`src/rtl/plab4_net_traffic_endpoint_pkg.sv`:
```
// Shared definitions for the ring-network traffic endpoint: pattern codes,
// FSM state encoding, LFSR constants and saturating arithmetic helpers.
package plab4_net_traffic_endpoint_pkg;

  // Destination-generation pattern codes
  typedef enum logic [1:0] {
    PLAB4_NET_PAT_RAND    = 2'd0,
    PLAB4_NET_PAT_NEIGH   = 2'd1,
    PLAB4_NET_PAT_TORNADO = 2'd2,
    PLAB4_NET_PAT_FIXED   = 2'd3
  } pat_e;

  // Endpoint FSM states
  typedef enum logic [1:0] {
    ST_IDLE = 2'd0,
    ST_SEND = 2'd1,
    ST_WAIT = 2'd2,
    ST_DONE = 2'd3
  } state_e;

  // Base seed; each endpoint XORs in its router id so ports diverge
  localparam logic [15:0] LFSR_SEED_BASE = 16'hACE1;

  // Tap positions x^16, x^14, x^13, x^11 as bit positions 15, 13, 12, 10
  localparam logic [15:0] LFSR_TAP_MASK = 16'hB400;

  // 16-bit increment that sticks at all-ones
  function automatic logic [15:0] sat_inc16(input logic [15:0] x);
    return (x == 16'hFFFF) ? x : x + 16'd1;
  endfunction

  // 32-bit accumulate of a 16-bit amount that sticks at all-ones
  function automatic logic [31:0] sat_add32(input logic [31:0] a, input logic [15:0] b);
    logic [32:0] sum;
    sum = {1'b0, a} + {17'b0, b};
    return sum[32] ? 32'hFFFF_FFFF : sum[31:0];
  endfunction

endpackage

```
`src/rtl/plab4_net_endpoint_lfsr.sv`:
```
// 16-bit Fibonacci LFSR (x^16+x^14+x^13+x^11+1), shifting left.
// Loads its seed on reset or i_load; advances one step per cycle with i_en.
// Output is the register itself, available the cycle after a load or step.
module plab4_net_endpoint_lfsr
  import plab4_net_traffic_endpoint_pkg::*;
#(
  parameter logic [15:0] p_seed = LFSR_SEED_BASE
)(
  input  logic        clk,
  input  logic        rst,
  input  logic        i_en,
  input  logic        i_load,
  output logic [15:0] o_q
);

  logic [15:0] r_lfsr;
  logic        w_feedback;

  assign w_feedback = ^(r_lfsr & LFSR_TAP_MASK);
  assign o_q        = r_lfsr;

  // Reseed takes priority over stepping
  always_ff @(posedge clk or posedge rst) begin
    if (rst) begin
      r_lfsr <= p_seed;
    end else if (i_load) begin
      r_lfsr <= p_seed;
    end else if (i_en) begin
      r_lfsr <= {r_lfsr[14:0], w_feedback};
    end
  end

endmodule

```
`src/rtl/plab4_net_traffic_endpoint.sv`:
```
// Ring-network traffic endpoint: injects num_msgs messages, sinks and checks ejected ones.
// Injection valid is a pure decode of the FSM state; message fields are all registered.
// Injection stalls with message held while net_out_rdy is low; the sink never backpressures.
// Optional feature macro: PLAB4_NET_ENDPOINT_LATENCY_EN (cycle-stamped payload, latency sum).
module plab4_net_traffic_endpoint
  import plab4_net_traffic_endpoint_pkg::*;
#(
  parameter int p_payload_nbits = 32,
  parameter int p_opaque_nbits  = 3,
  parameter int p_srcdest_nbits = 3,
  parameter int p_num_ports     = 8,
  parameter int p_router_id     = 0
)(
  input  logic                                                     clk,
  input  logic                                                     reset,
  input  logic                                                     go,
  input  logic [1:0]                                               pattern,
  input  logic [p_srcdest_nbits-1:0]                               fixed_dest,
  input  logic [15:0]                                              num_msgs,
  input  logic [15:0]                                              expect_recv,
  output logic                                                     net_out_val,
  input  logic                                                     net_out_rdy,
  output logic [p_payload_nbits+p_opaque_nbits+2*p_srcdest_nbits-1:0] net_out_msg,
  input  logic                                                     net_in_val,
  output logic                                                     net_in_rdy,
  input  logic [p_payload_nbits+p_opaque_nbits+2*p_srcdest_nbits-1:0] net_in_msg,
  output logic                                                     busy,
  output logic                                                     done,
  output logic [15:0]                                              sent_count,
  output logic [15:0]                                              recv_count,
  output logic                                                     err,
  output logic [31:0]                                              total_lat
);

  localparam int P = p_payload_nbits;
  localparam int O = p_opaque_nbits;
  localparam int S = p_srcdest_nbits;
  localparam int M = P + O + 2*S;

  localparam logic [15:0]  LP_SEED      = LFSR_SEED_BASE ^ 16'(p_router_id);
  localparam logic [S-1:0] LP_ID        = S'(p_router_id);
  localparam logic [S-1:0] LP_PORT_MASK = S'(p_num_ports - 1);

  // FSM and latched configuration
  state_e       r_state;
  pat_e         r_pattern;
  logic [S-1:0] r_fixed_dest;
  logic [15:0]  r_num;
  logic [15:0]  r_expect;

  // Counters and sticky error
  logic [15:0]  r_sent;
  logic [15:0]  r_recv;
  logic         r_err;

  logic         w_go_acc;
  logic         w_out_fire;
  logic         w_in_fire;
  logic         w_in_dest_bad;
  logic [15:0]  w_sent_inc;
  logic [15:0]  w_lfsr;
  logic [S-1:0] w_dest_raw;
  logic [S-1:0] w_dest;
  logic [P-1:0] w_payload;
  logic         w_unused_bits;

  // go is honoured only when no run is in progress
  assign w_go_acc      = go && ((r_state == ST_IDLE) || (r_state == ST_DONE));
  assign net_out_val   = (r_state == ST_SEND);
  assign w_out_fire    = net_out_val && net_out_rdy;
  assign net_in_rdy    = !reset;
  assign w_in_fire     = net_in_val && net_in_rdy;
  assign w_in_dest_bad = (net_in_msg[M-1 -: S] != LP_ID);
  assign w_sent_inc    = sat_inc16(r_sent);

  assign busy       = (r_state == ST_SEND) || (r_state == ST_WAIT);
  assign done       = (r_state == ST_DONE);
  assign sent_count = r_sent;
  assign recv_count = r_recv;
  assign err        = r_err;

  // Only the low dest bits of the LFSR and the dest field of ejected messages matter here
  assign w_unused_bits = ^{net_in_msg, w_lfsr};

  plab4_net_endpoint_lfsr #(
    .p_seed (LP_SEED)
  ) u_lfsr (
    .clk    (clk),
    .rst    (reset),
    .i_en   (w_out_fire),
    .i_load (w_go_acc),
    .o_q    (w_lfsr)
  );

  // Destination selection; every pattern is reduced modulo the ring size
  always_comb begin
    w_dest_raw = '0;
    case (r_pattern)
      PLAB4_NET_PAT_RAND:    w_dest_raw = S'(w_lfsr);
      PLAB4_NET_PAT_NEIGH:   w_dest_raw = S'(p_router_id + 1);
      PLAB4_NET_PAT_TORNADO: w_dest_raw = S'(p_router_id + p_num_ports/2);
      PLAB4_NET_PAT_FIXED:   w_dest_raw = r_fixed_dest;
      default:               w_dest_raw = '0;
    endcase
  end

  assign w_dest      = w_dest_raw & LP_PORT_MASK;
  assign net_out_msg = {w_dest, LP_ID, O'(r_sent), w_payload};

`ifdef PLAB4_NET_ENDPOINT_LATENCY_EN
  logic [15:0] r_cycle;
  logic [15:0] w_lat_delta;
  logic [31:0] r_total_lat;

  // Free-running timestamp; wraps modulo 2^16
  always_ff @(posedge clk or posedge reset) begin
    if (reset) r_cycle <= 16'd0;
    else       r_cycle <= r_cycle + 16'd1;
  end

  assign w_payload   = P'(r_cycle);
  assign w_lat_delta = r_cycle - net_in_msg[15:0];
  assign total_lat   = r_total_lat;

  // Latency accumulator; an arrival coincident with go counts after the clear
  always_ff @(posedge clk or posedge reset) begin
    if (reset) begin
      r_total_lat <= 32'd0;
    end else if (w_go_acc) begin
      r_total_lat <= w_in_fire ? {16'd0, w_lat_delta} : 32'd0;
    end else if (w_in_fire) begin
      r_total_lat <= sat_add32(r_total_lat, w_lat_delta);
    end
  end
`else
  assign w_payload = P'(r_sent);
  assign total_lat = 32'd0;
`endif

  // Main FSM with counters, sink accounting and config latching
  always_ff @(posedge clk or posedge reset) begin
    if (reset) begin
      r_state      <= ST_IDLE;
      r_pattern    <= PLAB4_NET_PAT_RAND;
      r_fixed_dest <= '0;
      r_num        <= 16'd0;
      r_expect     <= 16'd0;
      r_sent       <= 16'd0;
      r_recv       <= 16'd0;
      r_err        <= 1'b0;
    end else if (w_go_acc) begin
      r_pattern    <= pat_e'(pattern);
      r_fixed_dest <= fixed_dest;
      r_num        <= num_msgs;
      r_expect     <= expect_recv;
      r_sent       <= 16'd0;
      r_recv       <= {15'd0, w_in_fire};
      r_err        <= w_in_fire && w_in_dest_bad;
      r_state      <= (num_msgs == 16'd0) ? ST_WAIT : ST_SEND;
    end else begin
      if (w_in_fire) begin
        r_recv <= sat_inc16(r_recv);
        if (w_in_dest_bad) r_err <= 1'b1;
      end
      case (r_state)
        ST_SEND: begin
          if (w_out_fire) begin
            r_sent <= w_sent_inc;
            if (w_sent_inc == r_num) r_state <= ST_WAIT;
          end
        end
        ST_WAIT: begin
          if (r_recv >= r_expect) r_state <= ST_DONE;
        end
        default: ;
      endcase
    end
  end

endmodule

```
`config.mk`:
```
export PLATFORM = sky130hd
export DESIGN_NAME = plab4_net_traffic_endpoint
export DESIGN_NICKNAME = d
export VERILOG_FILES = /design/src/rtl/plab4_net_traffic_endpoint_pkg.sv /design/src/rtl/plab4_net_endpoint_lfsr.sv /design/src/rtl/plab4_net_traffic_endpoint.sv
export SDC_FILE = /design/constraint.sdc
export NUM_CORES = 1
export LEC_CHECK = 0
export CORE_UTILIZATION = 40
export DETAILED_ROUTE_END_ITERATION = 7
export PLACE_DENSITY = 0.72
export SKIP_LAST_GASP = 1
export SYNTH_ARGS = -nofsm -noshare
export SYNTH_HDL_FRONTEND = slang
export SYNTH_SLANG_ARGS = --single-unit
```
`constraint.sdc`:
```
create_clock -name clk -period 3.19 [get_ports clk]
set_clock_uncertainty 0.15 [all_clocks]
set_input_delay 0.4785 -clock clk [delete_from_list [all_inputs] [get_ports clk]]
set_output_delay 0.4785 -clock clk [all_outputs]
set_load 0.1 [all_outputs]
```
==> impl_metrics.tcl <==
set metrics [dict create \
    cap_viol_max_count 0 \
    initial_core_util 0.411 \
    rsz0062_at_grt "no" \
    hold_violations 0 \
    status "complete, no violations" \
    layout-drive-gt1-share 0.169 \
    dieWidth_um 119 \
    core-area_um2 13300 \
    critPathTopFamily "compound AO/OA/AOI/OAI gates" \
    finalWorstSetupSlack_ns 0.287 \
    leakage_nw 3.14 \
    yosys.area.top_type "dfrtp_1" \
    clock-root-buffer "clkbuf_16" \
    track_usage 0.188 \
    synth.distinct_cells 53 \
    grt_pass1_vias 4207 \
    period_minus_slack_ns 2.90 \
    worst_hold_slack_ns 0.326 \
    critical_path.endpoint_type "flop" \
    hpwl_um 9260 \
    cp.required_ns 3.30 \
    cts.sinks 88 \
    gp_congestion 0.821 \
    seq_area_frac_synth 0.405 \
    post_synth.cell_area_avg_um2 8.58 \
    clk_latency_ns 0.35 \
    wirelength_um 12800 \
    finalCritPeriodShare 0.910 \
    synth-seq-cells 88 \
    synth_area_leaders "dfrtp_1 37%, buf_4 9.6%, nand2_1 8.9%" \
    synth_edf_count 0 \
    path_cells "ha_1 > nand4_1 > buf_4 > nor3_1 > mux2i_1 > xor2_1 > o2111ai_1 > o41ai_2 > o21ai_1 > a22oi_1" \
    holdCritPathClass "flop to flop" \
    drt_pass1_iterations 4 \
    clockBufferDepth 2 \
    p_clk_frac 0.202 \
    drt_iter0_markers 206 \
    vias 4511 \
    yosysMostFrequentCell "nand2_1" \
    clk_pin_slew_worst_paths_ns 0.06 \
    netlist_top_cells_count "130 x nand2_1, 80 x dfrtp_1, 70 x buf_4" \
    htreeDepth 3 \
    met1_length_um 5620 \
    p_sw_mw 2.71 \
    syn-instance-count 636 \
    timing.critical_path.buf_inv 1 \
    dr_wl_met2_um 6150 \
    setup_violations 0 \
    crit_path_start_kind "flop" \
    grt_max_degree 93 \
    arrival_ns 3.02 \
    drcViolationCount 0 \
    area_growth_pct 21.6 \
    max-slew-margin-rel 0.393 \
    die-area_um2 14100 \
    fin_nets 827 \
    max_stage_delay_ns 0.39 \
    antenna_cells 0 \
    io_buffers 103 \
    seqPwrFrac 0.309 \
    drt-wirelength-per-cell_um 14.1 \
    grt_overflow 0 \
    via_per_inst 4.99 \
    antenna_left 0 \
    clock.fmax_ghz 0.344 \
    fillers 1242 \
    grt_pass1_wl_um 20800 \
    synth-async-reset-ratio 1.00 \
    internal_power_mw 2.95 \
    crit_path_max_fanout 6 \
    maxSlewViolCount 0 \
    cts_tree "done" \
    p_comb_frac 0.489 \
    top_layer_used "met4" \
    wl_met3_um 833 \
    sw_frac_of_total 0.479 \
    pre_cts_slack_ns 0.204 \
    antenna_found_initial 0 \
    cp_slowest_cell "o41ai_2" \
    ys_warn_count 0 \
    syn-cell-area_um2 5460 \
    fin_setup_tns_ns 0 \
    die_h_um 119 \
    synth-main-ff-cell "dfrtp_1" \
    ioPinCount 193 \
    critPathKind "flop to flop" \
    synth_top_cell_area_share 0.367 \
    ir_worst_vdd_mv 0.676 \
    rows 42 \
    numCtsBuffers 9 \
    worstMarginPinSlew_ns 0.911 \
    powerDensity_nw_per_um2 854 \
]
==> metrics by stage <==
step	instances	instance area (um^2)	utilization	power [mW]
6_report	904	6640	0.499	5.67
5_1_grt	904	6640	0.499	6.03
4_1_cts	900	6600	0.496	5.72
3_5_place_dp	884	6280	0.472	4.55
3_3_place_gp	884	6280	0.472	4.49
2_1_floorplan	686	5660	-	3.99
==> power by group through the flow <==
stage	clock network, mW	logic (mW)	registers (mW)
2_1_floorplan	0	2.03	1.96
3_3_place_gp	0	2.74	1.75
3_5_place_dp	0	2.79	1.77
4_1_cts	1.17	2.80	1.75
5_1_grt	1.22	3.02	1.79
6_report	1.14	2.77	1.75
==> placed cells by master (no fill, tap or decap), types with 2 or more instances in the layout <==
cell type and n:
a21o_1 6, nand2_1 130, inv_1 23, and4_1 5
ha_1 21, o21ai_1 3, a211oi_1 3, nor3b_1 2
nand4_4 2, a41oi_1 2, bufinv_16 2, nand3_1 24
nor2b_1 2, dfstp_2 8, clkdlybuf4s50_1 44, nand4_1 15
o2111ai_1 2, nor3_1 12, nor4_1 8, clkbuf_16 9
dfrtp_2 8, and3_1 4, or3_1 6, mux2i_1 7
a22oi_1 2, o21ai_0 31, buf_4 80, nand3_2 2
dfrtp_1 72, buf_12 2, clkbuf_1 3, xor2_1 20
nor2_1 42, xnor2_1 20, conb_1 51, nand2b_1 5
a21oi_1 24, o211ai_1 2
==> state kept, by name (all words and copies together), names as in the netlist <==
name          flops
r_expect         16
r_num            16
recv_count       16
sent_count       16
u_lfsr.o_q       16
r_fixed_dest      3
r_pattern         2
r_state           2
err               1
==> worst paths after layout <==
path | start | depth (start not counted) | slack, ns | to
setup / recovery | sent_count[0]$_DFFE_PP0P_ | 10 | 0.29 | r_state[0]$_DFFE_PP0P_
hold / removal | r_fixed_dest[0]$_DFFE_PP0P_ | 2 | 0.33 | r_fixed_dest[0]$_DFFE_PP0P_
setup reg to reg | sent_count[0]$_DFFE_PP0P_ | 10 | 0.29 | r_state[0]$_DFFE_PP0P_
hold reg to reg | r_fixed_dest[0]$_DFFE_PP0P_ | 2 | 0.33 | r_fixed_dest[0]$_DFFE_PP0P_
max in group asynchronous | reset | 3 | 1.92 | sent_count[3]$_DFFE_PP0P_
min in group asynchronous | reset | 3 | 0.59 | r_num[11]$_DFFE_PP0P_
==> worst register-to-register path, cell delays in order, from the launching register on <==
cell and delay (ns):
dfrtp_2 0.36, ha_1 0.18, nand4_1 0.26, buf_4 0.25, nor3_1 0.20, mux2i_1 0.28
xor2_1 0.22, o2111ai_1 0.16, o41ai_2 0.39, o21ai_1 0.15, a22oi_1 0.21
==> area by class of cell <==
type,count,area [um^2],area share
Multi-Input combinational cell,474,2710,0.408
Sequential cell,88,2220,0.335
Timing Repair Buffer,126,1080,0.163
Clock buffer,13,250,0.0377
Tap cell,176,220,0.0332
Inverter,24,93.8,0.0141
Clock inverter,3,65.1,0.00980
==> logic make-up (layout without fill, tap and decap cells) <==
group	count (synthesis)	count (layout)	synth area share
simple gates	267	267	0.231
buf+inv	124	166	0.136
compound gates	88	88	0.102
flops	88	88	0.405
xor+xnor	40	40	0.0642
fa+ha+maj	21	21	0.0481
mux	7	7	0.0128
other cells	1	51	0.000687
==> layer usage <==
| layer | track usage | vias to the layer above |
|---|---|---|
| li1 | - | 2189 |
| met1 | 0.239 | 2180 |
| met2 | 0.309 | 131 |
| met3 | 0.0536 | 11 |
| met4 | 0.0609 | 0 |
| met5 | 0 | - |
==> repair_timing <==
item / CTS / global route
setup buffers: 0 / 4
setup endpoints to repair: 0 / 1
gates resized for setup: 0 / 2
hold endpoints to repair: 0 / 0
hold buffers: 0 / 0
Power figures use the tool's default switching activity.
